File: src/rtl/p4_router_pkg.sv
// Shared constants, metadata layout and FSM encoding for the P4 router egress path.
package p4_router_pkg;

  localparam int META_WIDTH    = 19;
  localparam int META_DROP_BIT = 0;
  localparam int META_PORT_LSB = 1;
  localparam int META_PORT_W   = 4;

  // Field order matches the bit positions above (drop at bit 0, port at 4:1).
  typedef struct packed {
    logic [META_WIDTH-META_PORT_W-2:0] rsvd;
    logic [META_PORT_W-1:0]            egress_port;
    logic                              drop;
  } p4_meta_t;

  typedef enum logic [1:0] {
    IDLE = 2'd0,
    FWD  = 2'd1,
    DROP = 2'd2
  } egress_state_t;

  // Saturating increment for the 32-bit packet counters.
  function automatic logic [31:0] sat_inc(input logic [31:0] value);
    return (value == 32'hFFFF_FFFF) ? value : value + 32'd1;
  endfunction

endpackage

File: src/rtl/p4_meta_fifo.sv
// Single-clock register FIFO holding per-packet routing metadata.
// A push while full is only accepted when a pop happens in the same cycle.
module p4_meta_fifo #(
  parameter int WIDTH = 5,
  parameter int DEPTH = 8
) (
  input  logic             clk,
  input  logic             rst,
  input  logic             push,
  input  logic [WIDTH-1:0] wdata,
  input  logic             pop,
  output logic [WIDTH-1:0] head,
  output logic             full,
  output logic             empty,
  output logic             overflow
);

  localparam int AW = $clog2(DEPTH);

  logic [WIDTH-1:0] mem [DEPTH];
  logic [AW:0]      wr_ptr;
  logic [AW:0]      rd_ptr;
  logic             do_push;
  logic             do_pop;

  assign empty    = (wr_ptr == rd_ptr);
  assign full     = (wr_ptr[AW] != rd_ptr[AW]) && (wr_ptr[AW-1:0] == rd_ptr[AW-1:0]);
  assign do_pop   = pop && !empty;
  assign do_push  = push && (!full || do_pop);
  assign overflow = push && full && !do_pop;
  assign head     = mem[rd_ptr[AW-1:0]];

  // Pointer update; the extra MSB distinguishes full from empty.
  always_ff @(posedge clk or posedge rst) begin
    if (rst) begin
      wr_ptr <= '0;
      rd_ptr <= '0;
    end else begin
      if (do_push) wr_ptr <= wr_ptr + 1'b1;
      if (do_pop)  rd_ptr <= rd_ptr + 1'b1;
    end
  end

  // Storage array; contents are meaningless until written, so no reset.
  always_ff @(posedge clk) begin
    if (do_push) mem[wr_ptr[AW-1:0]] <= wdata;
  end

endmodule

File: src/rtl/p4_egress_demux.sv
// Steers each router output packet to one egress AXI-Stream port or drops it,
// pairing packets in order with metadata queued in p4_meta_fifo.
//
//   state | meaning
//   IDLE  | no packet open; waits for queued metadata and data_in_tvalid
//   FWD   | packet passes combinationally to data_out[sel]
//   DROP  | packet is accepted and discarded
module p4_egress_demux
  import p4_router_pkg::*;
#(
  parameter int NUM_PORTS       = 4,
  parameter int DATA_BYTES      = 8,
  parameter int META_FIFO_DEPTH = 8
) (
  input  logic                                  clk,
  input  logic                                  rst,
  input  logic [META_WIDTH-1:0]                 meta_in,
  input  logic                                  meta_in_valid,
  input  logic [DATA_BYTES*8-1:0]               data_in_tdata,
  input  logic [DATA_BYTES-1:0]                 data_in_tkeep,
  input  logic                                  data_in_tlast,
  input  logic                                  data_in_tvalid,
  output logic                                  data_in_tready,
  output logic [NUM_PORTS-1:0][DATA_BYTES*8-1:0] data_out_tdata,
  output logic [NUM_PORTS-1:0][DATA_BYTES-1:0]   data_out_tkeep,
  output logic [NUM_PORTS-1:0]                  data_out_tlast,
  output logic [NUM_PORTS-1:0]                  data_out_tvalid,
  input  logic [NUM_PORTS-1:0]                  data_out_tready,
  output logic [31:0]                           drop_count,
  output logic [31:0]                           fwd_count,
  output logic                                  meta_overflow
);

  localparam int ENTRY_W = META_PORT_W + 1;
  localparam logic [META_PORT_W:0] PORT_LIMIT = (META_PORT_W+1)'(NUM_PORTS);

  egress_state_t           state;
  egress_state_t           state_next;
  logic [META_PORT_W-1:0]  sel;
  logic [ENTRY_W-1:0]      fifo_wdata;
  logic [ENTRY_W-1:0]      fifo_head;
  logic                    fifo_full;
  logic                    fifo_empty;
  logic                    fifo_overflow;
  logic                    pop;
  logic                    fwd_done;
  logic                    drop_done;
  logic                    ready_sel;
  logic                    head_drop;
  logic [META_PORT_W-1:0]  head_port;

  // Only the routing fields are queued; reserved metadata bits are ignored.
  assign fifo_wdata = {meta_in[META_PORT_LSB +: META_PORT_W], meta_in[META_DROP_BIT]};
  assign head_drop  = fifo_head[0];
  assign head_port  = fifo_head[ENTRY_W-1:1];

  p4_meta_fifo #(
    .WIDTH (ENTRY_W),
    .DEPTH (META_FIFO_DEPTH)
  ) u_meta_fifo (
    .clk      (clk),
    .rst      (rst),
    .push     (meta_in_valid),
    .wdata    (fifo_wdata),
    .pop      (pop),
    .head     (fifo_head),
    .full     (fifo_full),
    .empty    (fifo_empty),
    .overflow (fifo_overflow)
  );

  // Payload fans out to every port; only the selected port's tvalid is raised.
  assign data_out_tdata = {NUM_PORTS{data_in_tdata}};
  assign data_out_tkeep = {NUM_PORTS{data_in_tkeep}};
  assign data_out_tlast = {NUM_PORTS{data_in_tlast}};

  // State register and the port select latched on the IDLE decision.
  always_ff @(posedge clk or posedge rst) begin
    if (rst) begin
      state <= IDLE;
      sel   <= '0;
    end else begin
      state <= state_next;
      if (state == IDLE) sel <= head_port;
    end
  end

  // Next-state, handshake and demux steering.
  always_comb begin
    state_next      = state;
    data_in_tready  = 1'b0;
    data_out_tvalid = '0;
    ready_sel       = 1'b0;
    pop             = 1'b0;
    fwd_done        = 1'b0;
    drop_done       = 1'b0;
    case (state)
      IDLE: begin
        if (!fifo_empty && data_in_tvalid) begin
          if (head_drop || ({1'b0, head_port} >= PORT_LIMIT)) state_next = DROP;
          else                                                 state_next = FWD;
        end
      end
      FWD: begin
        for (int p = 0; p < NUM_PORTS; p++) begin
          if (sel == META_PORT_W'(p)) begin
            ready_sel          = data_out_tready[p];
            data_out_tvalid[p] = data_in_tvalid;
          end
        end
        data_in_tready = ready_sel;
        if (data_in_tvalid && ready_sel && data_in_tlast) begin
          pop        = 1'b1;
          fwd_done   = 1'b1;
          state_next = IDLE;
        end
      end
      DROP: begin
        data_in_tready = 1'b1;
        if (data_in_tvalid && data_in_tlast) begin
          pop        = 1'b1;
          drop_done  = 1'b1;
          state_next = IDLE;
        end
      end
      default: state_next = IDLE;
    endcase
  end

  // Saturating packet counters and sticky overflow flag.
  always_ff @(posedge clk or posedge rst) begin
    if (rst) begin
      fwd_count     <= '0;
      drop_count    <= '0;
      meta_overflow <= 1'b0;
    end else begin
      if (fwd_done)      fwd_count     <= sat_inc(fwd_count);
      if (drop_done)     drop_count    <= sat_inc(drop_count);
      if (fifo_overflow) meta_overflow <= 1'b1;
    end
  end

endmodule

File: config.mk
export PLATFORM = sky130hd
export DESIGN_NAME = p4_egress_demux
export DESIGN_NICKNAME = d
export VERILOG_FILES = /design/src/rtl/p4_router_pkg.sv /design/src/rtl/p4_meta_fifo.sv /design/src/rtl/p4_egress_demux.sv
export SDC_FILE = /design/constraint.sdc
export NUM_CORES = 1
export LEC_CHECK = 0
export ABC_AREA = 1
export CAP_MARGIN = 20
export CORE_AREA = 8 8 175 177
export DETAILED_ROUTE_END_ITERATION = 10
export DIE_AREA = 0 0 183 185
export PLACE_DENSITY = 0.68
export SLEW_MARGIN = 20
export SYNTH_ARGS = -nofsm -noshare
export SYNTH_HDL_FRONTEND = slang
export SYNTH_HIERARCHICAL = 1
export SYNTH_SLANG_ARGS = --single-unit
File: constraint.sdc
create_clock -name clk -period 6.55 [get_ports clk]
set_input_delay 1.6375 -clock clk [delete_from_list [all_inputs] [get_ports clk]]
set_output_delay 1.6375 -clock clk [all_outputs]
set_load 0.02 [all_outputs]
==> summary.txt <==
Status: completed
H-tree depth: 4
Diode count: 0
Total track usage: 0.1484
Critical Path AT: 3.51 ns
CP max FO: 4
Max Slew Vio Count: 0
I/O pins: 462
CTS-repair resized insts: 0
Largest net degree at the start of global routing: 55
Met2 WL: 12.04 mm
Cts hold-fix bufs: 0
Most numerous cell on the critical path: nand2_1
Placement Cell Area: 8016 µm²
Final setup fails: 0
Crit-path cells: clkdlybuf4s50_1 > inv_1 > nand2_1 > nand3_1 > nand2_1 > nand2_1 > nand2_1 > nand2_1 > a21oi_1 > clkdlybuf4s50_1
CTS tree: yes
GP Congestion: 0.8768
Drt via density: 4.509
Port-buffer cells: 87
Worst vdd ir: 0.1877 mV
Setup TNS: 0 ns
Worst clock skew: 0.01036 ns
Post-place setup slack: 1.336 ns
RSZ-0062 raised after global routing: no
CTS sink cnt: 119
Period utilization: 0.7865
Max Cap Violations: 0
Min Hold Slack: 0.4725 ns
Crit path buffers/inverters: 3
Gate Count Post-Synth: 1,195
CORE AREA: 28,080 µm²
DR iter-0 viols: 373
Top delay family on crit path: buffers and inverters
Routed WL per cell: 18.31 µm
DRC errors left: 0
Clock root cell: clkbuf_16
Fin crit period: 5.151 ns
Clock Latency Late Sink: 0.42 ns
Final core occ: 0.3071
Vias in the first global route: 6,148
Area delta synth->final: -3.810%
Crit. End Element: primary output
First-pass GRT wire length: 38.39 mm
Post-CTS Setup Inserts: 0
Final Cell Area: 8625 µm²
Fin nets: 1,098
M1 wire length: 8.496 mm
# rows: 62
CP max stage cell: clkdlybuf4s50_1
Pwr/cell area: 298.9 nW/µm²
Max Clock Freq: 194.1 MHz
Final WS setup: 1.399 ns
Top Metal Used: met5
Die Ht: 185 µm
Relative slew slack: 0.4197
Static Leak: 3.672 nW
Num CTS Buffers: 17
CP required: 4.91 ns
Detailed Route WL: 25.42 mm
Clock buffer depth: 2
Wire length on met3: 4.326 mm
Critical path class: in -> out
Final Hold Fails: 0
Initial antenna violation count: 0
Routed Antenna Nets: 0
DR pass1 iterations: 4
Clk slew on worst S/H paths: 0.06 ns
Via count: 6,259
Worst-Margin Slew: 0.8684 ns
DP Wirelength: 20.05 mm
Share of cells above drive strength 1: 0.06076
Crit path launch type: input port
Synth Warn #: 6
Average size of a mapped cell: 7.503 µm²
Initial core utilization: 0.3193
Synthesized Nets: 1,302
Horiz. Die Dim: 183 µm
Hold Path Class: reg -> reg
Delay of the slowest critical-path stage: 0.67 ns
Die area: 33,860 µm²
Post-synthesis instance area: 8966 µm²
Remaining global-route overflow: 0
[per-stage QoR]
stage	total power [mW]	instances
after floorplan	1.675	1195
final	2.578	1388
after global placement	1.601	1356
after detailed placement	1.623	1356
after CTS	2.602	1388
after global routing	2.725	1388
[report_power, final]
| group | internal (mW) | total, mW | switching (mW) |
|---|---|---|---|
| registers | 0.866 | 0.986 | 0.120 |
| logic | 0.217 | 0.621 | 0.403 |
| clock network | 0.578 | 0.971 | 0.393 |
[routing by layer]
metal,vias to the layer above,global-route usage
met4,2,0.04424
met3,41,0.1159
met1,2815,0.1380
li1,3024,-
met5,-,0.01627
met2,377,0.2472
[placed cells by master, fill, tap and decap left out, types with 2 or more instances in the layout]
cell type,instances
nor2_1,119
a21oi_1,4
nand2_2,5
nand2_4,2
nand4_1,6
o22ai_1,10
xnor2_1,22
nor2_4,3
ha_1,7
inv_2,4
dfrtp_1,79
nor2_2,5
clkinvlp_4,3
buf_4,2
inv_8,5
nand3_1,29
bufinv_16,2
inv_6,4
clkdlybuf4s50_1,87
edfxtp_1,40
nand3b_1,7
nand2_1,397
o21ai_0,33
clkbuf_16,17
inv_1,61
xor2_1,27
nand3_2,3
nor3_1,14
[final timing paths]
path | end | startpoint | depth (start not counted) | slack, ns
worst max-delay path | data_in_tready | data_out_tready[0] | 10 | 1.40
min in group asynchronous | u_meta_fifo/wr_ptr[1] | rst | 2 | 1.53
worst min-delay path | meta_overflow | meta_overflow | 1 | 0.47
worst min register to register | meta_overflow | meta_overflow | 1 | 0.47
worst max register to register | u_meta_fifo/mem[6][4] | sel[1] | 12 | 3.72
max in group asynchronous | fwd_count[16] | rst | 3 | 3.95
[flip-flops by register name (all words and copies together) (netlist names)]
name	cells
u_meta_fifo/mem	40
state	2
fwd_count	32
u_meta_fifo/rd_ptr	4
meta_overflow	1
u_meta_fifo/wr_ptr	4
drop_count	32
sel	4
[worst register-to-register path: stages (launching register included)]
cell	delay, ns
dfrtp_1	0.48
inv_1	0.12
nand2_1	0.11
nand3_1	0.08
nand2_1	0.08
nand2_1	0.05
nand2_1	0.14
nand3_1	0.14
a21oi_1	0.42
inv_1	0.15
nand4_4	0.17
nand3_2	0.13
nor2_1	0.41
[area by class of cell]
class / instances / area, µm²
sequential: 119 / 3178
fill: 3032 / 19460
tap: 384 / 480.5
inverter: 65 / 244.0
timing repair buffer: 89 / 885.9
clock inverter: 15 / 182.7
clock buffer: 17 / 425.4
multi-input combinational: 699 / 3228
Note: power is estimated with default switching activity, not from simulation.
